File: src/rtl/mini_src_control_unit_if.sv
// Strobe/status bundle between the Mini SRC control unit and its datapath.
// The control unit connects through the master modport, the datapath through slave.
interface mini_src_control_unit_if #(
  parameter int unsigned OPW = 5
);
  // datapath -> control unit
  logic [31:0]    IR_Data;
  logic           CON_out;
  logic           Stop;

  // control unit -> datapath
  logic           PC_out, PC_in, IncPC;
  logic           MAR_in, MDR_in, MDR_out, Read, Write;
  logic           IR_in, Y_in, Z_in, Zlow_out, Zhigh_out;
  logic           HI_in, HI_out, LO_in, LO_out;
  logic           InPort_out, OutPort_in, C_out;
  logic           Gra, Grb, Grc, Rin, Rout, BAout, CON_in;
  logic [OPW-1:0] alu_instruction_bits;
  logic           Run;

  modport master (
    input  IR_Data, CON_out, Stop,
    output PC_out, PC_in, IncPC,
    output MAR_in, MDR_in, MDR_out, Read, Write,
    output IR_in, Y_in, Z_in, Zlow_out, Zhigh_out,
    output HI_in, HI_out, LO_in, LO_out,
    output InPort_out, OutPort_in, C_out,
    output Gra, Grb, Grc, Rin, Rout, BAout, CON_in,
    output alu_instruction_bits, Run
  );

  modport slave (
    output IR_Data, CON_out, Stop,
    input  PC_out, PC_in, IncPC,
    input  MAR_in, MDR_in, MDR_out, Read, Write,
    input  IR_in, Y_in, Z_in, Zlow_out, Zhigh_out,
    input  HI_in, HI_out, LO_in, LO_out,
    input  InPort_out, OutPort_in, C_out,
    input  Gra, Grb, Grc, Rin, Rout, BAout, CON_in,
    input  alu_instruction_bits, Run
  );
endinterface

File: src/rtl/mini_src_control_unit.sv
// Hardwired Moore sequencer for the Mini SRC CPU: fetch T0-T2, decode the
// opcode, execute T3-T7, repeat. Strobes are registered; the only combinational
// path is the branch PC load in br T6, gated by CON_out.
// Optional feature macro: CU_MULDIV_EN (adds mul/div sequences driving LO/HI).
module mini_src_control_unit #(
  parameter int unsigned OPW = 5
) (
  input  logic                     clk,
  input  logic                     clr,
  mini_src_control_unit_if.master  cu
);

  localparam logic [OPW-1:0] OP_LD   = OPW'(0);
  localparam logic [OPW-1:0] OP_LDI  = OPW'(1);
  localparam logic [OPW-1:0] OP_ST   = OPW'(2);
  localparam logic [OPW-1:0] OP_ADD  = OPW'(3);
  localparam logic [OPW-1:0] OP_SUB  = OPW'(4);
  localparam logic [OPW-1:0] OP_AND  = OPW'(5);
  localparam logic [OPW-1:0] OP_OR   = OPW'(6);
  localparam logic [OPW-1:0] OP_SHR  = OPW'(7);
  localparam logic [OPW-1:0] OP_SHRA = OPW'(8);
  localparam logic [OPW-1:0] OP_SHL  = OPW'(9);
  localparam logic [OPW-1:0] OP_ROR  = OPW'(10);
  localparam logic [OPW-1:0] OP_ROL  = OPW'(11);
  localparam logic [OPW-1:0] OP_ADDI = OPW'(12);
  localparam logic [OPW-1:0] OP_ANDI = OPW'(13);
  localparam logic [OPW-1:0] OP_ORI  = OPW'(14);
  localparam logic [OPW-1:0] OP_DIV  = OPW'(15);
  localparam logic [OPW-1:0] OP_MUL  = OPW'(16);
  localparam logic [OPW-1:0] OP_NEG  = OPW'(17);
  localparam logic [OPW-1:0] OP_NOT  = OPW'(18);
  localparam logic [OPW-1:0] OP_BR   = OPW'(19);
  localparam logic [OPW-1:0] OP_JR   = OPW'(20);
  localparam logic [OPW-1:0] OP_JAL  = OPW'(21);
  localparam logic [OPW-1:0] OP_IN   = OPW'(22);
  localparam logic [OPW-1:0] OP_OUT  = OPW'(23);
  localparam logic [OPW-1:0] OP_MFHI = OPW'(24);
  localparam logic [OPW-1:0] OP_MFLO = OPW'(25);
  localparam logic [OPW-1:0] OP_HALT = OPW'(27);

  typedef enum logic [3:0] {
    S_RST, S_T0, S_T1, S_T2, S_T3, S_T4, S_T5, S_T6, S_T7, S_HALT
  } state_t;

  typedef struct packed {
    logic           pc_out, pc_in, inc_pc;
    logic           mar_in, mdr_in, mdr_out, read, write;
    logic           ir_in, y_in, z_in, zlow_out, zhigh_out;
    logic           hi_in, hi_out, lo_in, lo_out;
    logic           inport_out, outport_in, c_out;
    logic           gra, grb, grc, rin, rout, baout, con_in;
    logic [OPW-1:0] alu;
  } ctrl_t;

  state_t         state_q, state_d;
  logic [OPW-1:0] op_q, op_d;
  ctrl_t          ctrl_q, ctrl_d;
  logic           run_q, run_d;

  // Opcode field lives in the top bits of IR; the operand fields are the datapath's business.
  logic [OPW-1:0] ir_op;
  logic           unused_ir;
  assign ir_op     = cu.IR_Data[31 -: OPW];
  assign unused_ir = ^cu.IR_Data[31-OPW:0];

  // Opcodes that run an execute phase (everything else returns to T0 after T2).
  function automatic logic executes(input logic [OPW-1:0] op);
    logic e;
    e = 1'b0;
    case (op)
      OP_LD, OP_LDI, OP_ST, OP_ADD, OP_SUB, OP_AND, OP_OR, OP_SHR, OP_SHRA,
      OP_SHL, OP_ROR, OP_ROL, OP_ADDI, OP_ANDI, OP_ORI, OP_NEG, OP_NOT,
      OP_BR, OP_JR, OP_JAL, OP_IN, OP_OUT, OP_MFHI, OP_MFLO: e = 1'b1;
`ifdef CU_MULDIV_EN
      OP_MUL, OP_DIV: e = 1'b1;
`endif
      default: e = 1'b0;
    endcase
    return e;
  endfunction

  // Final execute step for each executing opcode.
  function automatic state_t last_step(input logic [OPW-1:0] op);
    state_t s;
    s = S_T3;
    case (op)
      OP_ADD, OP_SUB, OP_AND, OP_OR, OP_SHR, OP_SHRA, OP_SHL, OP_ROR, OP_ROL,
      OP_ADDI, OP_ANDI, OP_ORI, OP_LDI: s = S_T5;
      OP_NEG, OP_NOT, OP_JAL:           s = S_T4;
      OP_LD, OP_ST:                     s = S_T7;
      OP_BR:                            s = S_T6;
`ifdef CU_MULDIV_EN
      OP_MUL, OP_DIV:                   s = S_T6;
`endif
      default:                          s = S_T3;
    endcase
    return s;
  endfunction

  // Sequential successor inside the execute phase.
  function automatic state_t next_seq(input state_t s);
    state_t n;
    case (s)
      S_T3:    n = S_T4;
      S_T4:    n = S_T5;
      S_T5:    n = S_T6;
      S_T6:    n = S_T7;
      default: n = S_T0;
    endcase
    return n;
  endfunction

  // Strobe pattern for a given state and opcode; unlisted steps leave all zero.
  function automatic ctrl_t decode(input state_t s, input logic [OPW-1:0] op);
    ctrl_t c;
    c = '0;
    case (s)
      S_T0: begin c.pc_out = 1'b1; c.mar_in = 1'b1; c.inc_pc = 1'b1; c.z_in = 1'b1; end
      S_T1: begin c.zlow_out = 1'b1; c.pc_in = 1'b1; c.read = 1'b1; c.mdr_in = 1'b1; end
      S_T2: begin c.mdr_out = 1'b1; c.ir_in = 1'b1; end
      S_T3: begin
        case (op)
          OP_ADD, OP_SUB, OP_AND, OP_OR, OP_SHR, OP_SHRA, OP_SHL, OP_ROR, OP_ROL,
          OP_ADDI, OP_ANDI, OP_ORI: begin c.grb = 1'b1; c.rout = 1'b1; c.y_in = 1'b1; end
          OP_LD, OP_LDI, OP_ST:     begin c.grb = 1'b1; c.baout = 1'b1; c.y_in = 1'b1; end
          OP_NEG, OP_NOT: begin c.grb = 1'b1; c.rout = 1'b1; c.alu = op; c.z_in = 1'b1; end
          OP_BR:   begin c.gra = 1'b1; c.rout = 1'b1; c.con_in = 1'b1; end
          OP_JR:   begin c.gra = 1'b1; c.rout = 1'b1; c.pc_in = 1'b1; end
          OP_JAL:  begin c.pc_out = 1'b1; c.grb = 1'b1; c.rin = 1'b1; end
          OP_IN:   begin c.inport_out = 1'b1; c.gra = 1'b1; c.rin = 1'b1; end
          OP_OUT:  begin c.gra = 1'b1; c.rout = 1'b1; c.outport_in = 1'b1; end
          OP_MFHI: begin c.hi_out = 1'b1; c.gra = 1'b1; c.rin = 1'b1; end
          OP_MFLO: begin c.lo_out = 1'b1; c.gra = 1'b1; c.rin = 1'b1; end
`ifdef CU_MULDIV_EN
          OP_MUL, OP_DIV: begin c.gra = 1'b1; c.rout = 1'b1; c.y_in = 1'b1; end
`endif
          default: c = '0;
        endcase
      end
      S_T4: begin
        case (op)
          OP_ADD, OP_SUB, OP_AND, OP_OR, OP_SHR, OP_SHRA, OP_SHL, OP_ROR, OP_ROL:
            begin c.grc = 1'b1; c.rout = 1'b1; c.alu = op; c.z_in = 1'b1; end
          OP_ADDI, OP_LD, OP_LDI, OP_ST:
            begin c.c_out = 1'b1; c.alu = OP_ADD; c.z_in = 1'b1; end
          OP_ANDI: begin c.c_out = 1'b1; c.alu = OP_AND; c.z_in = 1'b1; end
          OP_ORI:  begin c.c_out = 1'b1; c.alu = OP_OR;  c.z_in = 1'b1; end
          OP_NEG, OP_NOT: begin c.zlow_out = 1'b1; c.gra = 1'b1; c.rin = 1'b1; end
          OP_BR:   begin c.pc_out = 1'b1; c.y_in = 1'b1; end
          OP_JAL:  begin c.gra = 1'b1; c.rout = 1'b1; c.pc_in = 1'b1; end
`ifdef CU_MULDIV_EN
          OP_MUL, OP_DIV: begin c.grb = 1'b1; c.rout = 1'b1; c.alu = op; c.z_in = 1'b1; end
`endif
          default: c = '0;
        endcase
      end
      S_T5: begin
        case (op)
          OP_ADD, OP_SUB, OP_AND, OP_OR, OP_SHR, OP_SHRA, OP_SHL, OP_ROR, OP_ROL,
          OP_ADDI, OP_ANDI, OP_ORI, OP_LDI:
                        begin c.zlow_out = 1'b1; c.gra = 1'b1; c.rin = 1'b1; end
          OP_LD, OP_ST: begin c.zlow_out = 1'b1; c.mar_in = 1'b1; end
          OP_BR:        begin c.c_out = 1'b1; c.alu = OP_ADD; c.z_in = 1'b1; end
`ifdef CU_MULDIV_EN
          OP_MUL, OP_DIV: begin c.zlow_out = 1'b1; c.lo_in = 1'b1; end
`endif
          default: c = '0;
        endcase
      end
      S_T6: begin
        case (op)
          OP_LD: begin c.read = 1'b1; c.mdr_in = 1'b1; end
          OP_ST: begin c.gra = 1'b1; c.rout = 1'b1; c.mdr_in = 1'b1; end
          OP_BR: c.zlow_out = 1'b1;
`ifdef CU_MULDIV_EN
          OP_MUL, OP_DIV: begin c.zhigh_out = 1'b1; c.hi_in = 1'b1; end
`endif
          default: c = '0;
        endcase
      end
      S_T7: begin
        case (op)
          OP_LD: begin c.mdr_out = 1'b1; c.gra = 1'b1; c.rin = 1'b1; end
          OP_ST: c.write = 1'b1;
          default: c = '0;
        endcase
      end
      default: c = '0;
    endcase
    return c;
  endfunction

  // Next state, opcode capture at the T2->T3 boundary, and next-state strobe decode.
  always_comb begin
    state_d = state_q;
    op_d    = op_q;
    case (state_q)
      S_RST:  state_d = S_T0;
      S_T0:   state_d = S_T1;
      S_T1:   state_d = S_T2;
      S_T2: begin
        op_d = ir_op;
        if (ir_op == OP_HALT)     state_d = S_HALT;
        else if (executes(ir_op)) state_d = S_T3;
        else                      state_d = S_T0;
      end
      S_HALT: state_d = S_HALT;
      default: begin
        if (state_q == last_step(op_q)) state_d = cu.Stop ? S_HALT : S_T0;
        else                            state_d = next_seq(state_q);
      end
    endcase
    ctrl_d = decode(state_d, op_d);
    run_d  = (state_d != S_RST) && (state_d != S_HALT);
  end

  // State, latched opcode and registered strobes; clr wins at every edge.
  always_ff @(posedge clk) begin
    if (clr) begin
      state_q <= S_RST;
      op_q    <= '0;
      ctrl_q  <= '0;
      run_q   <= 1'b0;
    end else begin
      state_q <= state_d;
      op_q    <= op_d;
      ctrl_q  <= ctrl_d;
      run_q   <= run_d;
    end
  end

  // Drive the bundle; br T6 loads PC only when the condition flag is set.
  assign cu.PC_out               = ctrl_q.pc_out;
  assign cu.PC_in                = ctrl_q.pc_in |
                                   ((state_q == S_T6) && (op_q == OP_BR) && cu.CON_out);
  assign cu.IncPC                = ctrl_q.inc_pc;
  assign cu.MAR_in               = ctrl_q.mar_in;
  assign cu.MDR_in               = ctrl_q.mdr_in;
  assign cu.MDR_out              = ctrl_q.mdr_out;
  assign cu.Read                 = ctrl_q.read;
  assign cu.Write                = ctrl_q.write;
  assign cu.IR_in                = ctrl_q.ir_in;
  assign cu.Y_in                 = ctrl_q.y_in;
  assign cu.Z_in                 = ctrl_q.z_in;
  assign cu.Zlow_out             = ctrl_q.zlow_out;
  assign cu.Zhigh_out            = ctrl_q.zhigh_out;
  assign cu.HI_in                = ctrl_q.hi_in;
  assign cu.HI_out               = ctrl_q.hi_out;
  assign cu.LO_in                = ctrl_q.lo_in;
  assign cu.LO_out               = ctrl_q.lo_out;
  assign cu.InPort_out           = ctrl_q.inport_out;
  assign cu.OutPort_in           = ctrl_q.outport_in;
  assign cu.C_out                = ctrl_q.c_out;
  assign cu.Gra                  = ctrl_q.gra;
  assign cu.Grb                  = ctrl_q.grb;
  assign cu.Grc                  = ctrl_q.grc;
  assign cu.Rin                  = ctrl_q.rin;
  assign cu.Rout                 = ctrl_q.rout;
  assign cu.BAout                = ctrl_q.baout;
  assign cu.CON_in               = ctrl_q.con_in;
  assign cu.alu_instruction_bits = ctrl_q.alu;
  assign cu.Run                  = run_q;

endmodule

File: src/flat_wrapper.sv
// flat-port wrapper written by rule: the top's interface ports become plain ports
module mini_src_control_unit_flat 
#(
  parameter int unsigned OPW = 5
)
  (clk, clr, cu_IR_Data, cu_CON_out, cu_Stop, cu_PC_out, cu_PC_in, cu_IncPC, cu_MAR_in, cu_MDR_in, cu_MDR_out, cu_Read, cu_Write, cu_IR_in, cu_Y_in, cu_Z_in, cu_Zlow_out, cu_Zhigh_out, cu_HI_in, cu_HI_out, cu_LO_in, cu_LO_out, cu_InPort_out, cu_OutPort_in, cu_C_out, cu_Gra, cu_Grb, cu_Grc, cu_Rin, cu_Rout, cu_BAout, cu_CON_in, cu_alu_instruction_bits, cu_Run);
  mini_src_control_unit_if #(.OPW(OPW)) cu_i ();
  input  logic clk;
  input  logic clr;
  input wire logic [$bits(cu_i.IR_Data)-1:0] cu_IR_Data;
  input wire logic [$bits(cu_i.CON_out)-1:0] cu_CON_out;
  input wire logic [$bits(cu_i.Stop)-1:0] cu_Stop;
  output wire logic [$bits(cu_i.PC_out)-1:0] cu_PC_out;
  output wire logic [$bits(cu_i.PC_in)-1:0] cu_PC_in;
  output wire logic [$bits(cu_i.IncPC)-1:0] cu_IncPC;
  output wire logic [$bits(cu_i.MAR_in)-1:0] cu_MAR_in;
  output wire logic [$bits(cu_i.MDR_in)-1:0] cu_MDR_in;
  output wire logic [$bits(cu_i.MDR_out)-1:0] cu_MDR_out;
  output wire logic [$bits(cu_i.Read)-1:0] cu_Read;
  output wire logic [$bits(cu_i.Write)-1:0] cu_Write;
  output wire logic [$bits(cu_i.IR_in)-1:0] cu_IR_in;
  output wire logic [$bits(cu_i.Y_in)-1:0] cu_Y_in;
  output wire logic [$bits(cu_i.Z_in)-1:0] cu_Z_in;
  output wire logic [$bits(cu_i.Zlow_out)-1:0] cu_Zlow_out;
  output wire logic [$bits(cu_i.Zhigh_out)-1:0] cu_Zhigh_out;
  output wire logic [$bits(cu_i.HI_in)-1:0] cu_HI_in;
  output wire logic [$bits(cu_i.HI_out)-1:0] cu_HI_out;
  output wire logic [$bits(cu_i.LO_in)-1:0] cu_LO_in;
  output wire logic [$bits(cu_i.LO_out)-1:0] cu_LO_out;
  output wire logic [$bits(cu_i.InPort_out)-1:0] cu_InPort_out;
  output wire logic [$bits(cu_i.OutPort_in)-1:0] cu_OutPort_in;
  output wire logic [$bits(cu_i.C_out)-1:0] cu_C_out;
  output wire logic [$bits(cu_i.Gra)-1:0] cu_Gra;
  output wire logic [$bits(cu_i.Grb)-1:0] cu_Grb;
  output wire logic [$bits(cu_i.Grc)-1:0] cu_Grc;
  output wire logic [$bits(cu_i.Rin)-1:0] cu_Rin;
  output wire logic [$bits(cu_i.Rout)-1:0] cu_Rout;
  output wire logic [$bits(cu_i.BAout)-1:0] cu_BAout;
  output wire logic [$bits(cu_i.CON_in)-1:0] cu_CON_in;
  output wire logic [$bits(cu_i.alu_instruction_bits)-1:0] cu_alu_instruction_bits;
  output wire logic [$bits(cu_i.Run)-1:0] cu_Run;
  assign cu_i.IR_Data = cu_IR_Data;
  assign cu_i.CON_out = cu_CON_out;
  assign cu_i.Stop = cu_Stop;
  assign cu_PC_out = cu_i.PC_out;
  assign cu_PC_in = cu_i.PC_in;
  assign cu_IncPC = cu_i.IncPC;
  assign cu_MAR_in = cu_i.MAR_in;
  assign cu_MDR_in = cu_i.MDR_in;
  assign cu_MDR_out = cu_i.MDR_out;
  assign cu_Read = cu_i.Read;
  assign cu_Write = cu_i.Write;
  assign cu_IR_in = cu_i.IR_in;
  assign cu_Y_in = cu_i.Y_in;
  assign cu_Z_in = cu_i.Z_in;
  assign cu_Zlow_out = cu_i.Zlow_out;
  assign cu_Zhigh_out = cu_i.Zhigh_out;
  assign cu_HI_in = cu_i.HI_in;
  assign cu_HI_out = cu_i.HI_out;
  assign cu_LO_in = cu_i.LO_in;
  assign cu_LO_out = cu_i.LO_out;
  assign cu_InPort_out = cu_i.InPort_out;
  assign cu_OutPort_in = cu_i.OutPort_in;
  assign cu_C_out = cu_i.C_out;
  assign cu_Gra = cu_i.Gra;
  assign cu_Grb = cu_i.Grb;
  assign cu_Grc = cu_i.Grc;
  assign cu_Rin = cu_i.Rin;
  assign cu_Rout = cu_i.Rout;
  assign cu_BAout = cu_i.BAout;
  assign cu_CON_in = cu_i.CON_in;
  assign cu_alu_instruction_bits = cu_i.alu_instruction_bits;
  assign cu_Run = cu_i.Run;
  mini_src_control_unit #(.OPW(OPW)) u_core (.clk(clk), .clr(clr), .cu(cu_i));
endmodule
File: config.mk
export PLATFORM = sky130hd
export DESIGN_NAME = mini_src_control_unit_flat
export DESIGN_NICKNAME = d
export VERILOG_FILES = /design/src/rtl/mini_src_control_unit_if.sv /design/src/rtl/mini_src_control_unit.sv /design/src/flat_wrapper.sv
export SDC_FILE = /design/constraint.sdc
export NUM_CORES = 1
export LEC_CHECK = 0
export BUFFER_PORTS_ARGS = -buffer_cell sky130_fd_sc_hd__buf_2
export CAP_MARGIN = 30
export CORE_MARGIN = 2
export CORE_UTILIZATION = 52
export DETAILED_ROUTE_END_ITERATION = 12
export GPL_TIMING_DRIVEN = 0
export MAX_ROUTING_LAYER = met4
export PLACE_DENSITY_LB_ADDON = 0.05
export RECOVER_POWER = 50
export SLEW_MARGIN = 0
export SYNTH_ARGS = -nofsm -noshare
export SYNTH_HDL_FRONTEND = slang
export SYNTH_SLANG_ARGS = --single-unit
File: constraint.sdc
create_clock -name clk -period 2.4 [get_ports clk]
set_input_delay 0.48 -clock clk [delete_from_list [all_inputs] [get_ports clk]]
set_output_delay 0.48 -clock clk [all_outputs]
set_load 0.005 [all_outputs]
Word-level counts from Yosys, hierarchy flattened --
Memories as Yosys holds them, arrays and structs flattened. A register that Yosys moved wholly into a read port is not among the register bits. Cells that the tools add are included. W data, S select, Z words.
Cells by class: add/subtract/negate cells 0, multiply operators 0, divide/modulo/power cells 0, order comparisons 0, equal/unequal tests 43, shift-type cells 0, multiplexer cells 47, bitwise logic cells 2, reduce and logical (&&, ||, !) cells 22
Operator list (count):
- $pmux W18 S5 | 1
- $eq A5 B5 Y1 const B | 11
- $eq A5 B4 Y1 const B | 7
- $eq A4 B3 Y1 const B | 8
- $mux W1 | 25
- $eq A5 B3 Y1 const B | 4
- $pmux W4 S5 | 1
- $pmux W5 S4 | 1
- $reduce_or A18 Y1 | 1
- $reduce_or A17 Y1 | 1
- $eq A4 B2 Y1 const B | 4
- $mux W4 | 4
- $pmux W4 S4 | 1
- $mux W5 | 3
- $reduce_or A15 Y1 | 1
- $reduce_or A13 Y1 | 1
- $reduce_or A6 Y1 | 2
- $eq A5 B2 Y1 const B | 2
- $reduce_or A10 Y1 | 1
- $reduce_or A9 Y1 | 1
- $eq A4 B1 Y1 const B | 2
- $eq A4 B4 Y1 const B | 2
- $pmux W1 S2 | 4
- $pmux W1 S4 | 2
- 17 further kinds | 24
Storage, ports and cells: register bits 42, latch bits 0, memory bits (writable) 0, bits in read-only memories 160, bits of input ports 36, output and inout bits 33, logic and storage cells 147, memories kept 2
Memory list:
- (no name shown) | words 32, width 4, read ports 1, clocked after memory_dff 1, wr ports 0, line mini_src_control_unit.sv:86 | case (op)
- (no name shown) | words 32, width 1, read ports 1, clocked after memory_dff 0, wr ports 0, line mini_src_control_unit.sv:70 | case (op)

Longest topological paths before layout --
depth in word-level cells 9, gate-level depth with buffers 10, gate-level depth less buffers 6

Worst setup path after synthesis --
No wires, ideal clock.
path kind input -> register, start point input port cu_IR_Data[28], end point register u_core.ctrl_q (netlist bit u_core.cu.MAR_in), library setup time 101 ps, arrival 1819 ps, setup slack 480 ps, stages on the path 5, cell sequence buf_2 > o41a_1 > o311a_1 > or3_1 > o41ai_1
Between the ends: word-level cells in the longest chain between the ends 8, elaborated cells on any way between the ends 15, classes of those cells 4 x eq/ne; 8 x mux; 2 x reduce/logical; 1 x memory
RTL lines:
- start, declared | line flat_wrapper.sv:10 | input wire logic [$bits(cu_i.IR_Data)-1:0] cu_IR_Data;
- $mem_v2 Z32 W1
- $mux W1 | line mini_src_control_unit.sv:203 | if (ir_op == OP_HALT) state_d = S_HALT;
- $mux W1 | line mini_src_control_unit.sv:197 | case (state_q)
- $mux W3 | line mini_src_control_unit.sv:204 | else if (executes(ir_op)) state_d = S_T3;
- $mux W4 | line mini_src_control_unit.sv:203
- $pmux W4 S5 | line mini_src_control_unit.sv:197
- $eq A4 B3 Y1 or $eq A4 B1 Y1 (tied branches) | line mini_src_control_unit.sv:117 | case (s)
- $pmux W2 S2 * | line mini_src_control_unit.sv:117
- end signal, assigned | line mini_src_control_unit.sv:227 | ctrl_q <= ctrl_d;
- end, declared | line mini_src_control_unit.sv:57 | ctrl_t ctrl_q, ctrl_d;
Every way passes the cells marked *; elsewhere a longest branch is shown, timed or not. The select of a mux whose other input is x is not followed. A chain may end at the register's enable or synchronous reset.

Worst setup path in the final report --
start point register u_core.state_q[1], end point register u_core.ctrl_q (netlist bit u_core.cu.Rin)
Between the ends: word-level cells in the longest chain between the ends 6, elaborated cells on any way between the ends 47, classes of those cells 33 x eq/ne; 9 x mux; 5 x reduce/logical
RTL lines:
- start, declared | line mini_src_control_unit.sv:55 | state_t state_q, state_d;
- start signal, assigned | line mini_src_control_unit.sv:225 | state_q <= state_d;
- $eq A4 B3 Y1 or $eq A4 B2 Y1 (tied branches) | line mini_src_control_unit.sv:103, mini_src_control_unit.sv:197
- $pmux W4 S4 or $mux W5 (tied branches) | line mini_src_control_unit.sv:103, mini_src_control_unit.sv:197
- $mux W4, or another cell as far along | line mini_src_control_unit.sv:209 | if (state_q == last_step(op_q)) state_d = cu.Stop ? S_HALT : S_T0;
- $pmux W4 S5, or another cell as far along | line mini_src_control_unit.sv:197
- $eq A4 B4 Y1, or another cell as far along | line mini_src_control_unit.sv:117
- $pmux W18 S5 * | line mini_src_control_unit.sv:117
Every way passes the cells marked *; elsewhere a longest branch is shown, timed or not.

==> key figures <==
Power and ir drop
  • PwrDens: around 600 mW/mm^2
  • Pleak: 1.113 nW
  • Peak supply drop: 0.0004263 V

Synth
  • Post-Synth Adder-Cell Area: 0
  • Post-synthesis area per instance: about 8 sq um
  • Simple-Gate Fraction of Synth Area: 0.2663
  • Post-Syn Area: roughly 0.0024 sq mm
  • Compound-cell area share of the yosys netlist: 0.1981
  • Cell taking the most area after synthesis: dfxtp_1
  • Post-synth EDFFs: 0
  • Async SR Flop Fraction: 0
  • Post-Syn Instances: ~300
  • Flops & latches, synth: 43
  • Synth top area cells: dfxtp_1, nor2_1, nand2_1
  • Synth Warn #: 0
  • Synth Flop Type: dfxtp_1
  • Library cells used by synthesis: 58
  • Main combinational cell family by area after synthesis: simple AND/OR/NAND/NOR gates
  • Top-area cell type share of the netlist area: 0.3530
  • Post-synthesis xor/xnor area fraction: 0.03848
  • Mux cell area share after synthesis: 0.06208
  • Post-synthesis sequential area ratio: 0.3530

Detailed routing
  • Post-DRT Antenna Nets: 0
  • Drt first-iter violations: between 300 and 400
  • Vias per cell: 6.191
  • DR WL/cell: 18.54 um
  • First-pass DRT Iterations: 5
  • DRC: 0
  • Vias: about 2,500
  • Final WL: 7380 um

Placement
  • RePlAce Congestion: 0.9780
  • I/O Buffers: 37
  • Hpwl dp: 5432 um

Clock network
  • Post-CTS Setup Inserts: 0
  • CTS Buf Count: 5
  • Clock buffer depth: 2
  • TritonCTS clock tree: built
  • Clk slew on worst S/H paths: roughly 0.090 ns
  • CTS sink count: 43
  • Clock root buffer: clkbuf_8
  • Worst-skew pair later-pin latency: 0.29 ns
  • Htree depth: 2

Die
  • Num rows: 24
  • Die area: 0.005253 sq mm
  • Die X: 72.48 um
  • Number of I/O pins: 69
  • Core area: 0.004444 sq mm
  • Initial Util: 0.5487
  • Vert. Die Dim: a little over 70 um

Timing
  • Tcrit/Tclk final: 0.9615
  • Setup Viol. Count Final: 0
  • RSZ-0062 raised after global routing: false
  • Max_slew headroom: 0.4945
  • Worst hold slack: 0.5377 ns
  • Final Max Slew Viols: 0
  • Clock Skews: 0.008803 ns
  • Endpoints failing hold: 0
  • Peak Freq: 433.3 MHz
  • Minimum clock period: 2.308 ns
  • Setup TNS: 0 ns
  • Worst slew pin tran: about 0.74 ns

Global route
  • Number of global-route vias before repair: 2,217
  • First-pass GRT wire length: 11,250 um
  • Total gr overflow: 0
  • Global-route usage over all layers: 0.2911
  • Largest net degree at the start of global routing: 14
  • Initial antenna violation count: 0

Worst setup path
  • CP max stage delay: 0.54 ns
  • R2r startpoint: u_core.state_q[1]$_SDFF_PP0_
  • Worst setup startpoint: u_core.state_q[1]$_SDFF_PP0_
  • Most frequent CP cell: buf_2
  • CP delay by family, top: multiplexers
  • CP Capture Type: flip-flop
  • Max stage delay cell, worst path: mux2i_1
  • Crit Path Category: reg -> reg
  • Worst path cell trace: buf_2, nand4bb_1, buf_2, mux2i_1, nand4b_1, o21ai_1, a311oi_1, nor2_1
  • Bufs and invs on worst path: 2
  • Startpoint Class: flip-flop
  • CP required: approximately 2.6 ns
  • WP data arrival: 2.49 ns
  • Worst-path fanout max: 9

Finish
  • Commonest non-fill, non-tap cell in the layout: dfxtp_1
  • Fill cells: 414
  • Share of layout cells above drive strength 1: 0.2023
  • Layout Area Growth over Synthesis: 13.90%
  • Final Net Count: 381
  • Commonest non-fill, non-tap cells in the layout: dfxtp_1, nor2_1, buf_2, nand2_1, a21oi_1
  • Inserted Diodes: 0

Flow run
  • Max Cap Viol: 0

Hold path
  • Worst Hold Class: in -> reg
  • Hold Crit Start: clr

Run status
  • Status: complete, no violations
[per-layer routing]
layer  vias up  wire length (um)  global-route usage
met1      1136              3073              0.3642
met4         0               167             0.08025
met2       157              3484              0.4760
met5         -                 0                   -
li1       1150                 -                   -
met3        21               654             0.06389
[logic make-up (layout without fill, tap and decap cells)]
kind of cell,Yosys count,in the layout
buffers and inverters,34,79
flip-flops,43,43
XOR/XNOR,9,9
AND/OR/NAND/NOR,129,129
other,1,3
multiplexers,11,11
AO/OA/AOI/OAI,72,72
[synthesized netlist by cell type, types with 2 or more instances]
cell type and count:
mux2_2 3, a2111oi_0 2, buf_2 7, mux2i_1 5
buf_4 8, a21oi_1 17, a311oi_1 5, a31oi_1 4
a21o_1 2, o211ai_1 6, and4_1 3, and2_1 6
a211oi_1 2, o21ai_0 10, xnor2_2 2, and3_1 2
nor2b_1 4, nand2_1 23, mux2i_4 3, inv_1 9
clkbuf_1 5, nor2_1 41, o21ai_1 7, nand4b_1 2
nand3_1 6, or3_1 4, nor4_1 3, xor2_1 2
o21a_1 2, xnor2_1 5, nor3_1 14, dfxtp_1 43
nand2b_1 8, nand4_1 4, buf_6 4, or2_2 2
or4_1 2, o41ai_1 2
[worst reg2reg max path, stage by stage, from the launching register on]
cell       delay [ns]
dfxtp_1          0.31
buf_2            0.18
nand4bb_1        0.12
buf_2            0.24
mux2i_1          0.54
nand4b_1         0.23
o21ai_1          0.11
a311oi_1         0.41
nor2_1           0.07
[through the flow]
| step | setup slack [ns] | std cells | power, mW | util | cell area [sq um] |
|---|---|---|---|---|---|
| after global placement | -0.09123 | 390 | 1.218 | 0.6067 | 2696 |
| after floorplan | 0.4803 | 301 | 1.089 | - | 2446 |
| after global routing | 0.04331 | 398 | 1.747 | 0.6250 | 2778 |
| final | 0.09235 | 398 | 1.681 | 0.6250 | 2778 |
| after detailed placement | -0.07508 | 390 | 1.220 | 0.6067 | 2696 |
| after CTS | 0.04872 | 398 | 1.669 | 0.6258 | 2781 |
[report_power, final]
group	internal (mW)	leakage (nW)	switching [mW]	total (mW)
clock network	0.204	0.0412	0.259	0.463
registers	0.758	0.350	0.0175	0.776
logic	0.158	0.722	0.284	0.442
[path summary, 6_finish.rpt]
check                                       to  slack, ns  cells past startpoint
hold / removal    u_core.state_q[2]$_SDFF_PP0_       0.54                      2
setup / recovery      u_core.cu.Rin$_SDFF_PP0_       0.09                      8
setup reg to reg      u_core.cu.Rin$_SDFF_PP0_       0.09                      8
hold reg to reg     u_core.cu.Write$_SDFF_PP0_       0.77                      3
[final cells by class]
cell class	instances	area [sq um]	share of cell area
multi-input combinational	224	1395	0.5023
sequential	43	860.8	0.3099
timing repair buffer	37	175.2	0.06306
buffer	25	162.7	0.05856
clock buffer	6	72.57	0.02613
tap	52	65.06	0.02342
inverter	9	33.78	0.01216
clock inverter	2	12.51	0.004505
[timing repair]
action	in CTS	in global routing
hold buffers	0	0
resized for setup	0	3
endpoints found under the setup margin	0	2
(Power assumes the default switching activity.)
